**src/rtl/ula_param.sv**
```systemverilog
// rtl/ula_param.sv - sequential NxN matrix ALU, one element or one MAC per clock
// ULA_SAT_EN: saturate out-of-range elements instead of wrapping.
module ula_param #(
    parameter int N = 5,
    parameter int W = 8
) (
    input  logic             clk,
    input  logic             rst,
    input  logic             start,
    input  logic [2:0]       op,
    input  logic [N*N*W-1:0] mat_a,
    input  logic [N*N*W-1:0] mat_b,
    input  logic [W-1:0]     esc,
    output logic [N*N*W-1:0] mat_o,
    output logic             overflow,
    output logic             busy,
    output logic             done
);

    localparam int MW = N * N * W;
    localparam int CW = $clog2(N);
    localparam int AW = 2 * W + $clog2(N);
    localparam logic [CW-1:0] NM1 = CW'(N - 1);
    localparam logic signed [AW-1:0] EMAX = AW'((1 << (W - 1)) - 1);
    localparam logic signed [AW-1:0] EMIN = -EMAX - AW'(1);

    localparam logic [2:0] OP_ADD = 3'b000;
    localparam logic [2:0] OP_SUB = 3'b001;
    localparam logic [2:0] OP_SCL = 3'b010;
    localparam logic [2:0] OP_MUL = 3'b011;
    localparam logic [2:0] OP_TRN = 3'b100;
    localparam logic [2:0] OP_HAD = 3'b101;

    typedef enum logic {IDLE, RUN} state_t;

    state_t              state;
    logic [2:0]          op_q;
    logic [MW-1:0]       a_q;
    logic [MW-1:0]       b_q;
    logic [W-1:0]        esc_q;
    logic [MW-1:0]       res;
    logic signed [AW-1:0] acc;
    logic [CW-1:0]       r;
    logic [CW-1:0]       c;
    logic [CW-1:0]       k;

    logic signed [AW-1:0] a_rc, b_rc, a_cr, a_rk, b_kc, e_s, val;
    logic [MW-1:0]       res_next;
    logic [W-1:0]        elem;
    logic                elem_done;
    logic                elem_ovf;
    logic                last;
    int                  ri, ci, ki;

    always_comb begin
        ri   = int'(r);
        ci   = int'(c);
        ki   = int'(k);
        a_rc = AW'($signed(a_q[(ri*N+ci)*W +: W]));
        b_rc = AW'($signed(b_q[(ri*N+ci)*W +: W]));
        a_cr = AW'($signed(a_q[(ci*N+ri)*W +: W]));
        a_rk = AW'($signed(a_q[(ri*N+ki)*W +: W]));
        b_kc = AW'($signed(b_q[(ki*N+ci)*W +: W]));
        e_s  = AW'($signed(esc_q));

        case (op_q)
            OP_ADD:  val = a_rc + b_rc;
            OP_SUB:  val = a_rc - b_rc;
            OP_SCL:  val = e_s * a_rc;
            OP_MUL:  val = acc + a_rk * b_kc;
            OP_TRN:  val = a_cr;
            OP_HAD:  val = a_rc * b_rc;
            default: val = '0;
        endcase

        elem_ovf = (val > EMAX) || (val < EMIN);
`ifdef ULA_SAT_EN
        if (val > EMAX)
            elem = EMAX[W-1:0];
        else if (val < EMIN)
            elem = EMIN[W-1:0];
        else
            elem = val[W-1:0];
`else
        elem = val[W-1:0];
`endif

        // A matmul element is only final once its last MAC has been added.
        elem_done = (op_q != OP_MUL) || (k == NM1);
        last      = (op_q[2:1] == 2'b11) || (elem_done && (r == NM1) && (c == NM1));

        res_next = res;
        if (elem_done)
            res_next[(ri*N+ci)*W +: W] = elem;
    end

    always_ff @(posedge clk) begin
        if (rst) begin
            state    <= IDLE;
            op_q     <= '0;
            a_q      <= '0;
            b_q      <= '0;
            esc_q    <= '0;
            res      <= '0;
            acc      <= '0;
            r        <= '0;
            c        <= '0;
            k        <= '0;
            mat_o    <= '0;
            overflow <= 1'b0;
            busy     <= 1'b0;
            done     <= 1'b0;
        end else begin
            case (state)
                IDLE: begin
                    done <= 1'b0;
                    if (start) begin
                        op_q     <= op;
                        a_q      <= mat_a;
                        b_q      <= mat_b;
                        esc_q    <= esc;
                        res      <= '0;
                        acc      <= '0;
                        r        <= '0;
                        c        <= '0;
                        k        <= '0;
                        overflow <= 1'b0;
                        busy     <= 1'b1;
                        state    <= RUN;
                    end
                end
                RUN: begin
                    res      <= res_next;
                    overflow <= overflow | (elem_done & elem_ovf);
                    if (last) begin
                        mat_o <= res_next;
                        done  <= 1'b1;
                        busy  <= 1'b0;
                        state <= IDLE;
                    end else if (op_q == OP_MUL && k != NM1) begin
                        k   <= k + CW'(1);
                        acc <= val;
                    end else begin
                        k   <= '0;
                        acc <= '0;
                        if (c == NM1) begin
                            c <= '0;
                            r <= r + CW'(1);
                        end else begin
                            c <= c + CW'(1);
                        end
                    end
                end
                default: state <= IDLE;
            endcase
        end
    end

endmodule
```
**config.mk**
```make
export PLATFORM = sky130hd
export DESIGN_NAME = ula_param
export DESIGN_NICKNAME = d
export VERILOG_FILES = /design/src/rtl/ula_param.sv
export SDC_FILE = /design/constraint.sdc
export NUM_CORES = 2
export LEC_CHECK = 0
export CAP_MARGIN = 5
export CORE_AREA = 2 2 353 390
export CTS_BUF_LIST = sky130_fd_sc_hd__clkbuf_4 sky130_fd_sc_hd__clkbuf_8
export DETAILED_ROUTE_END_ITERATION = 8
export DIE_AREA = 0 0 355 392
export GPL_ROUTABILITY_DRIVEN = 0
export PLACE_DENSITY_LB_ADDON = 0.12
export SLEW_MARGIN = 5
export SYNTH_ARGS = -nofsm -noshare
export SYNTH_HDL_FRONTEND = slang
export SYNTH_SLANG_ARGS = --single-unit
```
**constraint.sdc**
```tcl
create_clock -name clk -period 8.7 [get_ports clk]
set_clock_uncertainty 0.1 [all_clocks]
set_input_delay 2.175 -clock clk [delete_from_list [all_inputs] [get_ports clk]]
set_output_delay 2.175 -clock clk [all_outputs]
set_load 0.02 [all_outputs]
```
==> flow_summary.yaml <==
final_layout:
  multi_input_area_mm2: 0.0278
  final_layout_size_suffix_gt1_frac: 0.138
  final_nets: 6634
  layout-area-overhead-vs-synth_pct: 27.5
  filler_free_cell_count_of_the_finished_design: 7785
  area.sequential_mm2: 0.0169
  filler_cell_count: 13500
die:
  die-height_um: 392
  initial_core_util: 0.347
  floorplan.die.width_um: 355
  die-area_mm2: 0.139
  core.rowCount: 142
  num_io_pins: 617
  core_mm2: 0.135
worst_hold_path:
  min_path_type: "register to register"
  hold_path.startpoint: "mat_o[47]"
routing:
  drt.antenna.violating_nets: 0
  drc_errors: 0
  post_drt_wl_per_cell_um: 23.4
  avgViaCountPerCell: 5.38
  drt-pass1-iter-count: 5
  detailroute.via_count: 41900
  wirelength_um: 182000
  first_drt_iteration_drcs: 3345
sta:
  maxSlewHeadroom: 0.0750
  min_clock_period_post_route_ns: 8.51
  maxClockFrequency_ghz: 0.118
  setup_viol_count_final: 0
  worstMarginPinSlew_ns: 1.39
  hold_viol_final: 0
  slew_viol_final: 0
  finalCritPeriodShare: 0.978
  whs_ns: 0.338
power:
  powerDensity_mw_per_mm2: 178
  finalPower_uw: 10700
  power.leakage_uw: 0.0231
  max-vdd-ir-drop_v: 0.000155
synthesis:
  synth.yosys.seq_area_share: 0.360
  syn-instance-count: 5193
  synth-edff-count: 0
  yosysMostFrequentCell: "sky130_fd_sc_hd__nand2_1"
  synth.top_cell.area_share: 0.360
  synth.ff_latch_count: 843
  asyncSetResetFlopFracSynth: 0
  synth_warnings: 0
  ys_top_cells_by_area: "sky130_fd_sc_hd__dfxtp_1 36%, sky130_fd_sc_hd__mux4_2 11%, sky130_fd_sc_hd__nand2_1 9.4%"
  synthDominantAreaCellType: "sky130_fd_sc_hd__dfxtp_1"
  synth_commonest_cells: "1181 x sky130_fd_sc_hd__nand2_1, 843 x sky130_fd_sc_hd__dfxtp_1, 521 x sky130_fd_sc_hd__a21oi_1, 348 x sky130_fd_sc_hd__o21ai_0, 310 x sky130_fd_sc_hd__inv_1"
  yosys.cell_types.count: 91
  avg_cell_area_syn_um2: 9.04
  syn_nets: 5958
  synth_ff_type: "sky130_fd_sc_hd__dfxtp_1"
  netlist_area_mm2: 0.0469
clocking:
  ctsHoldBuffers: 0
  cts_buffer_depth: 3
  clock_tree.root_cell: "sky130_fd_sc_hd__clkbuf_8"
  worstSkewPairLatency_ns: 0.91
  path_clk_slew_ns: 0.07
  maximum_level_of_the_cts_h_tree: 4
  numCtsBuffers: 149
  cts_tree: "built"
  numClockSinks: 843
setup_path:
  element_type_at_the_critical_path_end: "register"
  setup.worst_path.class: "register to register"
  crit_slowest_cell: "sky130_fd_sc_hd__fa_4"
  crit_path_start: "r[0]"
  worst_ep_required_time_ns: 9.35
  r2r-start: "r[0]"
  crit_fanout: 14
  cp.arrival_ns: 9.16
  setup.worst_path.start_class: "register"
  max_stage_delay_ns: 0.92
global_route:
  grt_pass1_vias: 41300
  grt_overflow: 0
  antenna_found_initial: 7
  grt_max_degree: 203
  global_route.usage.total: 0.256
  grt_first_pass_wirelength_um: 268000
place:
  portBuffers: 616
  post-dp-hpwl_um: 138000
  place_inst: 7510
run_status:
  status: "completed"
job:
  drv.max_cap_violation_count: 0
metal layers:
layer / up-vias / global-route usage / share of wire
li1: 19500 / - / -
met1: 20600 / 0.331 / 0.43
met2: 1505 / 0.422 / 0.47
met3: 293 / 0.0380 / 0.053
met4: 4 / 0.112 / 0.045
met5: - / 0 / 0.00015
critical path: cells and delay by family (launching register included):
kind | cells | cell delay, ns
fa+ha+maj | 8 | 3.30
buf+inv | 6 | 0.80
flops | 1 | 0.39
compound gates | 7 | 1.75
mux | 2 | 0.90
simple gates | 4 | 0.92
xor+xnor | 1 | 0.20
timing repair:
action | CTS | global route
resized for setup | 2 | 43
pin swaps | 0 | 8
hold endpoints to repair | 0 | 0
endpoints found under the setup margin | 1 | 20
gates cloned | 0 | 3
setup buffers | 0 | 5
flip-flops by register name, indices dropped and copies added (netlist names):
register	cells
esc_q	8
k	3
a_q	200
mat_o	200
acc	19
r	3
op_q	3
done	1
state	1
c	3
b_q	200
overflow	1
res	200
busy	1
area by class of cell:
class,instances,share of cell area
timing repair buffer,865,0.140
sequential,843,0.282
multi-input combinational,3696,0.465
tap,1800,0.0376
clock buffer,230,0.0479
clock inverter,31,0.00767
inverter,314,0.0197
antenna,6,0.000251
report_power, final:
group | total, µW | switching, µW | internal, µW | leakage, µW
combinational | 2430 | 1410 | 1020 | 0.0145
sequential | 4090 | 112 | 3970 | 0.00685
clock | 4140 | 1850 | 2290 | 0.00176
layout by cell type (no fill, tap or decap), types with 23 or more instances in the layout:
cell	count
sky130_fd_sc_hd__mux2i_1	52
sky130_fd_sc_hd__a21oi_1	511
sky130_fd_sc_hd__clkdlybuf4s50_1	615
sky130_fd_sc_hd__nor2_1	187
sky130_fd_sc_hd__clkbuf_8	182
sky130_fd_sc_hd__a22oi_1	77
sky130_fd_sc_hd__dfxtp_1	841
sky130_fd_sc_hd__nand2_1	1179
sky130_fd_sc_hd__a22o_1	53
sky130_fd_sc_hd__nand3_1	32
sky130_fd_sc_hd__fa_1	200
sky130_fd_sc_hd__mux4_2	226
sky130_fd_sc_hd__o2bb2ai_1	26
sky130_fd_sc_hd__xnor2_1	39
sky130_fd_sc_hd__buf_12	23
sky130_fd_sc_hd__nor3_1	63
sky130_fd_sc_hd__o21ai_1	34
sky130_fd_sc_hd__o21ai_0	340
sky130_fd_sc_hd__inv_1	310
sky130_fd_sc_hd__a32oi_1	77
sky130_fd_sc_hd__clkbuf_4	48
sky130_fd_sc_hd__and2_1	56
sky130_fd_sc_hd__ha_1	144
sky130_fd_sc_hd__buf_4	218
final timing paths:
path | endpoint | slack (ns) | depth (start not counted)
setup / recovery | overflow | 0.19 | 28
hold reg to reg | mat_o[47] | 0.34 | 2
setup reg to reg | overflow | 0.19 | 28
hold / removal | mat_o[47] | 0.34 | 2
cell families (layout without fill, tap and decap cells):
| family | after synthesis | count (layout) | synth area share |
|---|---|---|---|
| simple gates | 1656 | 1656 | 0.147 |
| compound gates | 1321 | 1321 | 0.172 |
| flops | 843 | 843 | 0.360 |
| buf+inv | 655 | 1440 | 0.0550 |
| fa+ha+maj | 352 | 352 | 0.126 |
| mux | 293 | 293 | 0.126 |
| xor+xnor | 72 | 73 | 0.0145 |
| other cells | 1 | 7 | 0.0000799 |
stage by stage:
stage           util  setup WS (ns)  area (µm²)  TNS (ns)
2_1_floorplan      -         0.0634       47000         0
3_3_place_gp   0.415         0.0828       56200         0
3_5_place_dp   0.415        0.00116       56200         0
4_1_cts        0.440         0.0817       59600         0
5_1_grt        0.442        -0.0218       59800   -0.0218
6_report       0.442          0.194       59800         0
(Power assumes the default switching activity.)
